$ cat src/rtl/lzma_arb_pkg.sv
// lzma_arb_pkg: shared FSM encoding and constants for the LZMA input arbiter
package lzma_arb_pkg;
  typedef enum logic {IDLE = 1'b0, PASS = 1'b1} arb_state_t;
  localparam int MAX_SRC = 8;
  localparam int STAT_W = 32;
endpackage

$ cat src/rtl/lzma_arb_rr_pick.sv
// lzma_arb_rr_pick: combinational round-robin pick, searching upward from last+1 with wrap
module lzma_arb_rr_pick #(
  parameter int N_SRC = 4,
  parameter int ID_W  = 3
) (
  input  logic [N_SRC-1:0] req,
  input  logic [ID_W-1:0]  last,
  output logic             any,
  output logic [ID_W-1:0]  idx
);
  logic [2*N_SRC-1:0] dbl;
  logic [N_SRC-1:0]   rot;
  assign dbl = {req, req};
  // rot[k] is the request k+1 positions after last
  assign rot = N_SRC'(dbl >> (int'(last) + 1));
  always_comb begin
    any = 1'b0;
    idx = '0;
    for (int k = N_SRC - 1; k >= 0; k--)
      if (rot[k]) begin
        any = 1'b1;
        idx = ID_W'((int'(last) + 1 + k) % N_SRC);
      end
  end
endmodule

$ cat src/rtl/lzma_input_arbiter.sv
// lzma_input_arbiter: packet-locked round-robin arbiter feeding the LZMA compressor input
// Define LZMA_ARB_STATS_EN to add the stat_pkts/stat_bytes counters.
module lzma_input_arbiter import lzma_arb_pkg::*; #(
  parameter int N_SRC = 4,
  parameter int ID_W  = 3
) (
  input  logic               clk,
  input  logic               rst,
  input  logic [N_SRC-1:0]   s_tvalid,
  output logic [N_SRC-1:0]   s_tready,
  input  logic [8*N_SRC-1:0] s_tdata,
  input  logic [N_SRC-1:0]   s_tlast,
  output logic               m_tvalid,
  input  logic               m_tready,
  output logic [7:0]         m_tdata,
  output logic               m_tlast,
  output logic [ID_W-1:0]    m_tid,
  output logic               busy
`ifdef LZMA_ARB_STATS_EN
  ,
  output logic [STAT_W-1:0]  stat_pkts,
  output logic [STAT_W-1:0]  stat_bytes
`endif
);
  arb_state_t state, state_n;
  logic [ID_W-1:0] grant, grant_n, last_grant, last_grant_n, pick;
  logic pick_any, sel_valid, sel_last, out_ok, accept;
  logic [7:0] sel_data;
  lzma_arb_rr_pick #(.N_SRC(N_SRC), .ID_W(ID_W)) u_pick (
    .req(s_tvalid),
    .last(last_grant),
    .any(pick_any),
    .idx(pick)
  );
  always_comb begin
    sel_valid = 1'b0;
    sel_last = 1'b0;
    sel_data = '0;
    for (int i = 0; i < N_SRC; i++)
      if (grant == ID_W'(i)) begin
        sel_valid = s_tvalid[i];
        sel_last = s_tlast[i];
        sel_data = s_tdata[8*i +: 8];
      end
  end
  assign out_ok = ~m_tvalid | m_tready;
  assign s_tready = (state == PASS && out_ok) ? N_SRC'(1) << grant : '0;
  assign accept = state == PASS && sel_valid && out_ok;
  assign busy = state == PASS || m_tvalid;
  always_comb begin
    state_n = state;
    grant_n = grant;
    last_grant_n = last_grant;
    if (state == IDLE) begin
      state_n = pick_any ? PASS : IDLE;
      grant_n = pick_any ? pick : grant;
    end else if (accept && sel_last) begin
      state_n = IDLE;
      last_grant_n = grant;
    end
  end
  always_ff @(posedge clk or posedge rst)
    if (rst) begin
      state <= IDLE;
      grant <= '0;
      last_grant <= ID_W'(N_SRC - 1);
    end else begin
      state <= state_n;
      grant <= grant_n;
      last_grant <= last_grant_n;
    end
  // a pop and a fresh accept in one cycle keep m_tvalid high with the new beat
  always_ff @(posedge clk or posedge rst)
    if (rst) begin
      m_tvalid <= 1'b0;
      m_tdata <= '0;
      m_tlast <= 1'b0;
      m_tid <= '0;
    end else if (accept) begin
      m_tvalid <= 1'b1;
      m_tdata <= sel_data;
      m_tlast <= sel_last;
      m_tid <= grant;
    end else if (m_tready) begin
      m_tvalid <= 1'b0;
    end
`ifdef LZMA_ARB_STATS_EN
  always_ff @(posedge clk or posedge rst)
    if (rst) begin
      stat_pkts <= '0;
      stat_bytes <= '0;
    end else if (m_tvalid && m_tready) begin
      stat_bytes <= stat_bytes + 1'b1;
      stat_pkts <= stat_pkts + STAT_W'(m_tlast);
    end
`endif
endmodule

$ cat config.mk
export PLATFORM = sky130hd
export DESIGN_NAME = lzma_input_arbiter
export DESIGN_NICKNAME = d
export VERILOG_FILES = /design/src/rtl/lzma_arb_pkg.sv /design/src/rtl/lzma_arb_rr_pick.sv /design/src/rtl/lzma_input_arbiter.sv
export SDC_FILE = /design/constraint.sdc
export NUM_CORES = 1
export LEC_CHECK = 0
export BUFFER_PORTS_ARGS = -buffer_cell sky130_fd_sc_hd__buf_4
export CORE_ASPECT_RATIO = 1.4
export CORE_MARGIN = 8
export CORE_UTILIZATION = 51
export CTS_BUF_LIST = sky130_fd_sc_hd__clkbuf_4 sky130_fd_sc_hd__clkbuf_8 sky130_fd_sc_hd__clkbuf_16
export CTS_CLUSTER_DIAMETER = 120
export DETAILED_ROUTE_END_ITERATION = 7
export GPL_TIMING_DRIVEN = 0
export PLACE_DENSITY = 0.85
export RECOVER_POWER = 25
export SLEW_MARGIN = 20
export SYNTH_ARGS = -nofsm -noshare
export SYNTH_HDL_FRONTEND = slang
export SYNTH_HIERARCHICAL = 1
export SYNTH_SLANG_ARGS = --single-unit
$ cat constraint.sdc
create_clock -name clk -period 5.33 [get_ports clk]
set_input_delay 0.2665 -clock clk [delete_from_list [all_inputs] [get_ports clk]]
set_output_delay 0.2665 -clock clk [all_outputs]
set_load 0.005 [all_outputs]
==> impl_metrics.json, run 1 <==
{
  "rsz0062_at_grt": "false",
  "place_congestion": 0.860,
  "post-cts-setup-buffer-count": 0,
  "root_buffer": "clkbuf_4",
  "routed_wl_mm": 3.92,
  "portBuffers": 60,
  "rows": 22,
  "worstPathMaxFanout": 10,
  "vias": 1219,
  "final_max_slew_viol_count": 0,
  "end_kind": "register",
  "synthArstFlopShare_pct": 100,
  "synthCells": 118,
  "grt.total_usage_pct": 17.7,
  "final_nets": 226,
  "p_leak_uw": 0.000901,
  "grt_pass1_wl_mm": 6.36,
  "vias_per_cell": 5.59,
  "preCtsSetupSlack_ps": 3290,
  "yosys_warnings": 6,
  "cp.arrival_ps": 2250,
  "die_y_um": 77.5,
  "hold_violations": 0,
  "numCtsBuffers": 3,
  "drv_cap": 0,
  "period_minus_slack_ps": 2070,
  "grt_util_met3_pct": 5.28,
  "cts_resized": 0,
  "start_util_pct": 53.3,
  "met2_usage_pct": 30.3,
  "final_cell_mix": "buf_4 (62), dfrtp_1 (18), mux2_2 (14)",
  "worstMarginPinSlew_ps": 743,
  "ioPinCount": 61,
  "fmax_mhz": 484,
  "setup_viol": 0,
  "synth_top_area_share_pct": 32.7,
  "die-area_um2": 4650,
  "use_met1_pct": 18.6,
  "avgSynthCellArea_um2": 11.7,
  "whs_ps": 97.9,
  "power.density_nw_per_um2": 465,
  "grt_max_degree": 21,
  "synthTopCellsByArea": "dfrtp_1 (33%), mux2_2 (11%), mux4_1 (9.5%), mux4_2 (6.5%), nor2b_1 (4.5%)",
  "synth.distinct_cells": 43,
  "ir_worst_vdd_mv": 0.319,
  "cts.path.max_buffers": 2,
  "grt_pass1_vias": 1320,
  "crit_path_start": "last_grant[0]",
  "status": "finished, final reports clean",
  "synth_area_um2": 1380,
  "min_path_type": "in -> async",
  "reg2reg_slack_ps": 3260,
  "syn-num-nets": 161,
  "synth_seq_cells": 20,
  "critPathCapture": "grant[1]",
  "relSlewSlack_pct": 50.4,
  "ant_nets": 0,
  "wire_per_inst_um": 18.0,
  "hold_buffers": 0,
  "coreArea_um2": 2590,
  "antenna_found_initial": 0,
  "yosys.area.top_type": "dfrtp_1",
  "crit_path_start_kind": "register",
  "grt.overflow.total": 0,
  "setup_tns_ps": 0,
  "drive_above_1_share_pct": 52.7,
  "cts_tree": "done",
  "synthFlopType": "dfrtp_1",
  "yosysSeqAreaShare_pct": 36.5,
  "dr.pass1.iters": 4,
  "dpl_cell_area_um2": 1870,
  "n_fill_cell": 218,
  "synth_edf_count": 0,
  "drt_iter0_drc": 41,
  "syn2layout_area_growth_pct": 38.1,
  "regToRegStartpoint": "last_grant[0]",
  "drc_errors": 0,
  "fin_crit_sh_pct": 38.8,
  "clk_pin_slew_ps": 110,
  "worst_slack_ps": 3260,
  "reg2reg_depth": 7,
  "antenna_cells": 0,
  "crit_required_ps": 5520,
  "finalPower_uw": 886,
  "r2r-end": "grant[1]",
  "busiest_layer": "met2",
  "die_x_um": 59.9,
  "worstSkewPairLatency_ps": 290,
  "skew_ps": 7.76,
  "dp_hpwl_mm": 3.18,
  "layout_commonest_cell": "buf_4",
  "htree_levels": 1,
  "final_area_um2": 1900,
  "clock-sinks": 20,
  "crit_type": "reg -> reg"
}
-- layer usage --
layer,part of all wire [%],vias up,wire (µm)
met5,0,-,0
met2,51,50,2000
met4,2.7,0,106
met1,39,592,1520
met3,7.3,8,286
li1,-,569,-
-- worst max-delay path, cell delays in order, from the launching register on --
cell and delay (ps):
dfstp_2 540, buf_4 150, buf_4 180, nand2_1 90, o211ai_1 200, or3_1 160, nor2b_1 280, mux2_2 370
-- logic make-up (layout without fill, tap and decap cells) --
kind of cell	after synthesis	in the layout	synth area share [%]
DFF	20	20	36.5
and+or+nand+nor	42	42	17.9
muxes	23	23	27.5
other	1	1	0.272
AOI/OAI and AO/OA	21	21	13.2
buffers and inverters	11	75	4.63
-- synthesized netlist by cell type, drive strengths merged (2+ instances only) --
cell,number
buf,8
and2b,2
dfstp,2
nor3,2
nand3b,2
nand2b,6
mux4,9
inv,2
a21oi,3
a211oi,3
and2,2
nand2,5
nor2b,11
a211o,3
nor2,5
mux2,14
dfrtp,18
-- how the worst min path moves through the flow --
stage / endpoint / slack, ps / cells past startpoint
floorplan: grant[0] / 230 / 1
global placement: m_tdata[2] / 430 / 2
detailed placement: m_tid[2] / 440 / 2
CTS: m_tid[0] / 110 / 2
global route: grant[1] / 150 / 2
finish: grant[1] / 100 / 2
-- sequential cells by signal (all words and copies together), names as in the netlist --
signal	flops
grant	3
m_tlast	1
m_tid	3
last_grant	3
state	1
m_tvalid	1
m_tdata	8
-- stage by stage --
step / cells / util (%)
after detailed placement: 214 / 72.4
after floorplan: 118 / -
after global routing: 218 / 73.6
final: 218 / 73.6
after CTS: 218 / 73.6
after global placement: 214 / 72.4
-- report_power, final --
| part | internal [µW] | total, µW | switching [µW] |
|---|---|---|---|
| registers | 217 | 256 | 38.7 |
| logic | 313 | 553 | 240 |
| clock network | 34.1 | 76.6 | 42.4 |
-- final cells by class --
cell class              count  area [µm²]  area share [%]
plain buffers               9        56.3            2.96
clock buffers               4        30.0            1.58
multi-input cells          87         812            42.6
well taps                  36        45.0            2.37
repair buffers             60         450            23.7
flip-flops and latches     20         503            26.4
inverters                   2        7.51           0.394
(Power assumes the default switching activity.)
==> run 2, diff against run 1 <==
--- a/config.mk
+++ b/config.mk
@@ -8,12 +8,12 @@
 export BUFFER_PORTS_ARGS = -buffer_cell sky130_fd_sc_hd__buf_4
 export CORE_ASPECT_RATIO = 1.4
 export CORE_MARGIN = 8
-export CORE_UTILIZATION = 51
+export CORE_UTILIZATION = 43
 export CTS_BUF_LIST = sky130_fd_sc_hd__clkbuf_4 sky130_fd_sc_hd__clkbuf_8 sky130_fd_sc_hd__clkbuf_16
 export CTS_CLUSTER_DIAMETER = 120
 export DETAILED_ROUTE_END_ITERATION = 7
 export GPL_TIMING_DRIVEN = 0
-export PLACE_DENSITY = 0.85
+export PLACE_DENSITY = 0.77
 export RECOVER_POWER = 25
 export SLEW_MARGIN = 20
 export SYNTH_ARGS = -nofsm -noshare
==> constraint.sdc (replaced) <==
create_clock -name clk -period 1.7 [get_ports clk]
set_input_delay 0.085 -clock clk [delete_from_list [all_inputs] [get_ports clk]]
set_output_delay 0.085 -clock clk [all_outputs]
set_load 0.005 [all_outputs]
==> run 2 against run 1 <==
  * The flow now finishes with violations (negative setup slack)
  * Core utilization shrank 4.7 points
  * Clock skew grew 0.72 ps
  * Highest routed layer unchanged
  * First-iteration DRC count grew 88%
==> impl_metrics.json, run 2 (same netlist as run 1, synthesis figures left out) <==
{
  "grt_pass1_vias": 1362,
  "dr.pass1.iters": 4,
  "dp_hpwl_mm": 3.15,
  "die_x_um": 63.9,
  "critPathBufInv": 1,
  "worstMarginPinSlew_ps": 778,
  "whs_ps": 106,
  "rows": 24,
  "fin_crit_sh_pct": 112,
  "vias_per_cell": 5.53,
  "violations": "negative setup slack",
  "status": "finished with violations",
  "cts.path.max_buffers": 2,
  "crit_path_start": "last_grant[0]",
  "grt_max_degree": 21,
  "grt.overflow.total": 0,
  "p_leak_uw": 0.00102,
  "period_minus_slack_ps": 1910,
  "start_util_pct": 44.6,
  "ioPinCount": 61,
  "final_cell_mix": "buf_4 (62), dfrtp_1 (18), clkbuf_4 (10)",
  "hold_path_end": "m_tvalid",
  "wire_per_inst_um": 19.1,
  "min_path_type": "in -> reg",
  "finalPower_uw": 3500,
  "place_congestion": 0.853,
  "clock-sinks": 20,
  "path_cells": "buf_6 > o21bai_4 > o211ai_1 > or3_1 > nor2b_4 > mux2_4",
  "worstSkewPairLatency_ps": 270,
  "final_max_slew_viol_count": 0,
  "regMostFlops": "m_tdata",
  "largest_register_ffs": 8,
  "crit_path_start_kind": "register",
  "die_y_um": 83,
  "fmax_mhz": 524,
  "drv_cap": 0,
  "vias": 1300,
  "drive_above_1_share_pct": 60.7,
  "critPathSlowestCell": "dfstp_2",
  "grt.total_usage_pct": 15.7,
  "htree_levels": 1,
  "power.density_nw_per_um2": 1640,
  "antenna_found_initial": 0,
  "portBuffers": 60,
  "crit_required_ps": 1850,
  "ir_worst_vdd_mv": 1.02,
  "min_from": "m_tready",
  "skew_ps": 8.47,
  "die-area_um2": 5300,
  "r2r-end": "grant[0]",
  "cts_tree": "done",
  "relSlewSlack_pct": 48.1,
  "final_nets": 240,
  "root_buffer": "clkbuf_8",
  "regToRegStartpoint": "last_grant[0]",
  "end_kind": "register",
  "layout_commonest_cell": "buf_4",
  "clk_pin_slew_ps": 80,
  "setup_viol": 4,
  "crit_type": "reg -> reg",
  "cp.arrival_ps": 2060,
  "drt_iter0_drc": 77,
  "grt_pass1_wl_mm": 6.81,
  "worst_slack_ps": -210,
  "antenna_cells": 0,
  "setup_tns_ps": -599,
  "hold_violations": 0,
  "numCtsBuffers": 3,
  "coreArea_um2": 3090,
  "syn2layout_area_growth_pct": 54.4,
  "reg2reg_slack_ps": -210,
  "rsz0062_at_grt": "true",
  "drc_errors": 0,
  "reg2reg_depth": 6,
  "cp_top_family": "simple AND/OR/NAND/NOR gates",
  "routed_wl_mm": 4.50,
  "holdPathStages": 3,
  "critPathMaxStageDelay_ps": 540,
  "worstPathMaxFanout": 8,
  "ant_nets": 0
}
==> run 2: report_power, final <==
group,switching (µW),internal [µW]
sequential,124,681
combinational,907,1300
clock,169,315
==> run 2: worst max path at each step <==
stage                      end  slack (ps)  cells past startpoint
global placement    m_tdata[6]        -200                      6
finish                grant[0]        -210                      6
floorplan             grant[1]         -50                      6
detailed placement    m_tid[1]        -240                      6
CTS                   grant[0]        -150                      7
global route          grant[0]        -290                      6
==> run 2: metal layers <==
layer	global-route usage (%)	share of wire (%)
met1	16.9	40
met2	27.9	51
met3	5.11	7.7
met4	4.89	1.2
met5	0	0
==> run 2: tightest hold or removal path, stage by stage <==
cell      delay (ps)
buf_4             70
nand2b_1         120
nand2_1           60
==> run 2: timing repair <==
item,in CTS,in global routing
setup endpoints to repair,15,16
cloned,0,1
pin swaps,5,4
endpoints found under the hold margin,18,0
gates resized for setup,7,18
hold buffers,1,0
buffers inserted,8,4
==> run 2: final cells by class <==
cell class | instances | area (µm²)
inverters | 2 | 7.51
plain buffers | 9 | 88.8
clock buffers | 3 | 41.3
fillers | 231 | 963
clock inverters | 1 | 30.0
multi-input cells | 87 | 860
repair buffers | 74 | 551
well taps | 39 | 48.8
flip-flops and latches | 20 | 503
==> run 2: stage by stage <==
| stage | area (µm²) | util (%) | worst slack [ps] | instances |
|---|---|---|---|---|
| after global routing | 2130 | 68.9 | -288 | 235 |
| final | 2130 | 68.9 | -210 | 235 |
| after CTS | 2070 | 66.8 | -152 | 230 |
| after floorplan | 1400 | - | -52.7 | 118 |
| after detailed placement | 1900 | 61.4 | -236 | 217 |
| after global placement | 1900 | 61.4 | -203 | 217 |
==> run 3, diff against run 2 <==
--- a/config.mk
+++ b/config.mk
@@ -8,12 +8,12 @@
 export BUFFER_PORTS_ARGS = -buffer_cell sky130_fd_sc_hd__buf_4
 export CORE_ASPECT_RATIO = 1.4
 export CORE_MARGIN = 8
-export CORE_UTILIZATION = 43
+export CORE_UTILIZATION = 51
 export CTS_BUF_LIST = sky130_fd_sc_hd__clkbuf_4 sky130_fd_sc_hd__clkbuf_8 sky130_fd_sc_hd__clkbuf_16
 export CTS_CLUSTER_DIAMETER = 120
 export DETAILED_ROUTE_END_ITERATION = 7
 export GPL_TIMING_DRIVEN = 0
-export PLACE_DENSITY = 0.77
+export PLACE_DENSITY = 0.85
 export RECOVER_POWER = 25
 export SLEW_MARGIN = 20
 export SYNTH_ARGS = -nofsm -noshare
==> constraint.sdc (replaced) <==
create_clock -name clk -period 2.3 [get_ports clk]
set_input_delay 0.115 -clock clk [delete_from_list [all_inputs] [get_ports clk]]
set_output_delay 0.115 -clock clk [all_outputs]
set_load 0.005 [all_outputs]
==> run 3 against run 2 <==
  * The run now ends clean
  * First-iteration DRC count decreased by 47%
  * Final area fell by 11%
  * Core utilization rose by 4.7 points
  * Register-to-register slack improved by 440 ps
  * Die area shrank 12%
  * Routed wire length down 13%
  * Hold slack improved by 20 ps
  * Critical path type unchanged
  * Highest routed layer unchanged
==> impl_metrics.json, run 3 (same netlist as run 1, synthesis figures left out) <==
{
  "status": "finished, final reports clean",
  "die_y_um": 77.5,
  "grt_max_degree": 21,
  "grt_pass1_vias": 1328,
  "wire_per_inst_um": 17.9,
  "crit_path_start_kind": "register",
  "regToRegStartpoint": "last_grant[0]",
  "root_buffer": "clkbuf_4",
  "drc_errors": 0,
  "antenna_found_initial": 0,
  "ir_worst_vdd_mv": 0.733,
  "grt_pass1_wl_mm": 6.41,
  "setup_viol": 0,
  "ioPinCount": 61,
  "grt.total_usage_pct": 17.8,
  "drt_iter0_drc": 41,
  "htree_levels": 1,
  "ant_nets": 0,
  "syn2layout_area_growth_pct": 38.0,
  "start_util_pct": 53.3,
  "dp_hpwl_mm": 3.18,
  "antenna_cells": 0,
  "die_x_um": 59.9,
  "reg2reg_depth": 7,
  "routed_wl_mm": 3.91,
  "clock-sinks": 20,
  "hold_violations": 0,
  "power.density_nw_per_um2": 1070,
  "whs_ps": 125,
  "hold_path_end": "m_tvalid",
  "worstPathMaxFanout": 10,
  "fmax_mhz": 482,
  "setup_tns_ps": 0,
  "vias": 1222,
  "rows": 22,
  "p_leak_uw": 0.000889,
  "final_util_pct": 73.5,
  "dr.pass1.iters": 4,
  "end_kind": "register",
  "clk_pin_slew_ps": 110,
  "die-area_um2": 4650,
  "crit_path_start": "last_grant[0]",
  "relSlewSlack_pct": 50.5,
  "rsz0062_at_grt": "false",
  "coreArea_um2": 2590,
  "grt.overflow.total": 0,
  "regMostFlops": "m_tdata",
  "skew_ps": 7.10,
  "cts.path.max_buffers": 2,
  "period_minus_slack_ps": 2070,
  "holdPathStages": 3,
  "largest_register_ffs": 8,
  "final_max_slew_viol_count": 0,
  "min_from": "m_tready",
  "drive_above_1_share_pct": 50.8,
  "place_congestion": 0.860,
  "cp.arrival_ps": 2260,
  "drv_cap": 0,
  "portBuffers": 60,
  "numCtsBuffers": 3,
  "vias_per_cell": 5.58,
  "crit_type": "reg -> reg",
  "fin_crit_sh_pct": 90.1,
  "worstSkewPairLatency_ps": 290,
  "final_nets": 227,
  "final_cell_mix": "buf_4 (49), dfrtp_1 (18), clkbuf_4 (15)",
  "worstMarginPinSlew_ps": 742,
  "reg2reg_slack_ps": 230,
  "min_path_type": "in -> reg",
  "r2r-end": "grant[1]",
  "layout_commonest_cell": "buf_4",
  "cts_tree": "done",
  "crit_required_ps": 2490
}
run 3: changes by cell type in the layout (fill, tap and decap cells not counted), moves of 2 or more:
cell      before  now
buf_2          1    3
clkbuf_1       2    4
nor2b_1        8   10
clkbuf_4      10   15
mux4_1         2    5
buf_4         62   49
mux2_4         5    0
mux2_2         9   14
buf_6          5    1
clkbuf_8       3    0
mux4_2         7    4
run 3: layout make-up:
class                      count  area, µm²
buffer                         9       56.3
tap                           36       45.0
fill                         217        684
inverter                       2       7.51
multi-input combinational     87        812
sequential                    20        503
timing repair buffer          61        449
clock buffer                   4       30.0
run 3: what timing repair did:
item,CTS,global route
gates resized for setup,0,0
hold endpoints to repair,18,0
setup buffers,0,0
hold buffers,1,0
endpoints found under the setup margin,0,0
run 3: routing by layer:
metal  up-vias  GRT usage (%)  wire, µm
met5         -              0         0
met4         0           8.87       107
met3         8           5.12       342
met2        58           30.6      2000
met1       583           18.9      1460
li1        573              -         -
run 3: critical path, cell delays in order, from the launching register on:
cell	delay, ps
dfstp_2	540
buf_4	150
buf_4	180
nand2_1	90
o211ai_1	200
or3_1	160
nor2b_1	280
mux2_2	370
run 3: through the flow:
| stage | setup WS [ps] | power [µW] | area [µm²] | cells |
|---|---|---|---|---|
| finish | 227 | 2030 | 1900 | 219 |
| CTS | 256 | 2070 | 1910 | 219 |
| floorplan | 460 | 1460 | 1380 | 118 |
| detailed placement | 262 | 1880 | 1870 | 214 |
| global route | 92.4 | 2190 | 1900 | 219 |
| global placement | 333 | 1830 | 1870 | 214 |
run 3: worst max path at each step:
stage / to
after floorplan: grant[0]
after global placement: grant[0]
after detailed placement: grant[2]
after CTS: grant[2]
after global routing: grant[1]
final: grant[1]
run 3: power breakdown:
| group | internal (µW) | total [µW] | switching (µW) |
|---|---|---|---|
| clock | 79.1 | 177 | 97.8 |
| combinational | 703 | 1260 | 558 |
| sequential | 503 | 589 | 86.6 |
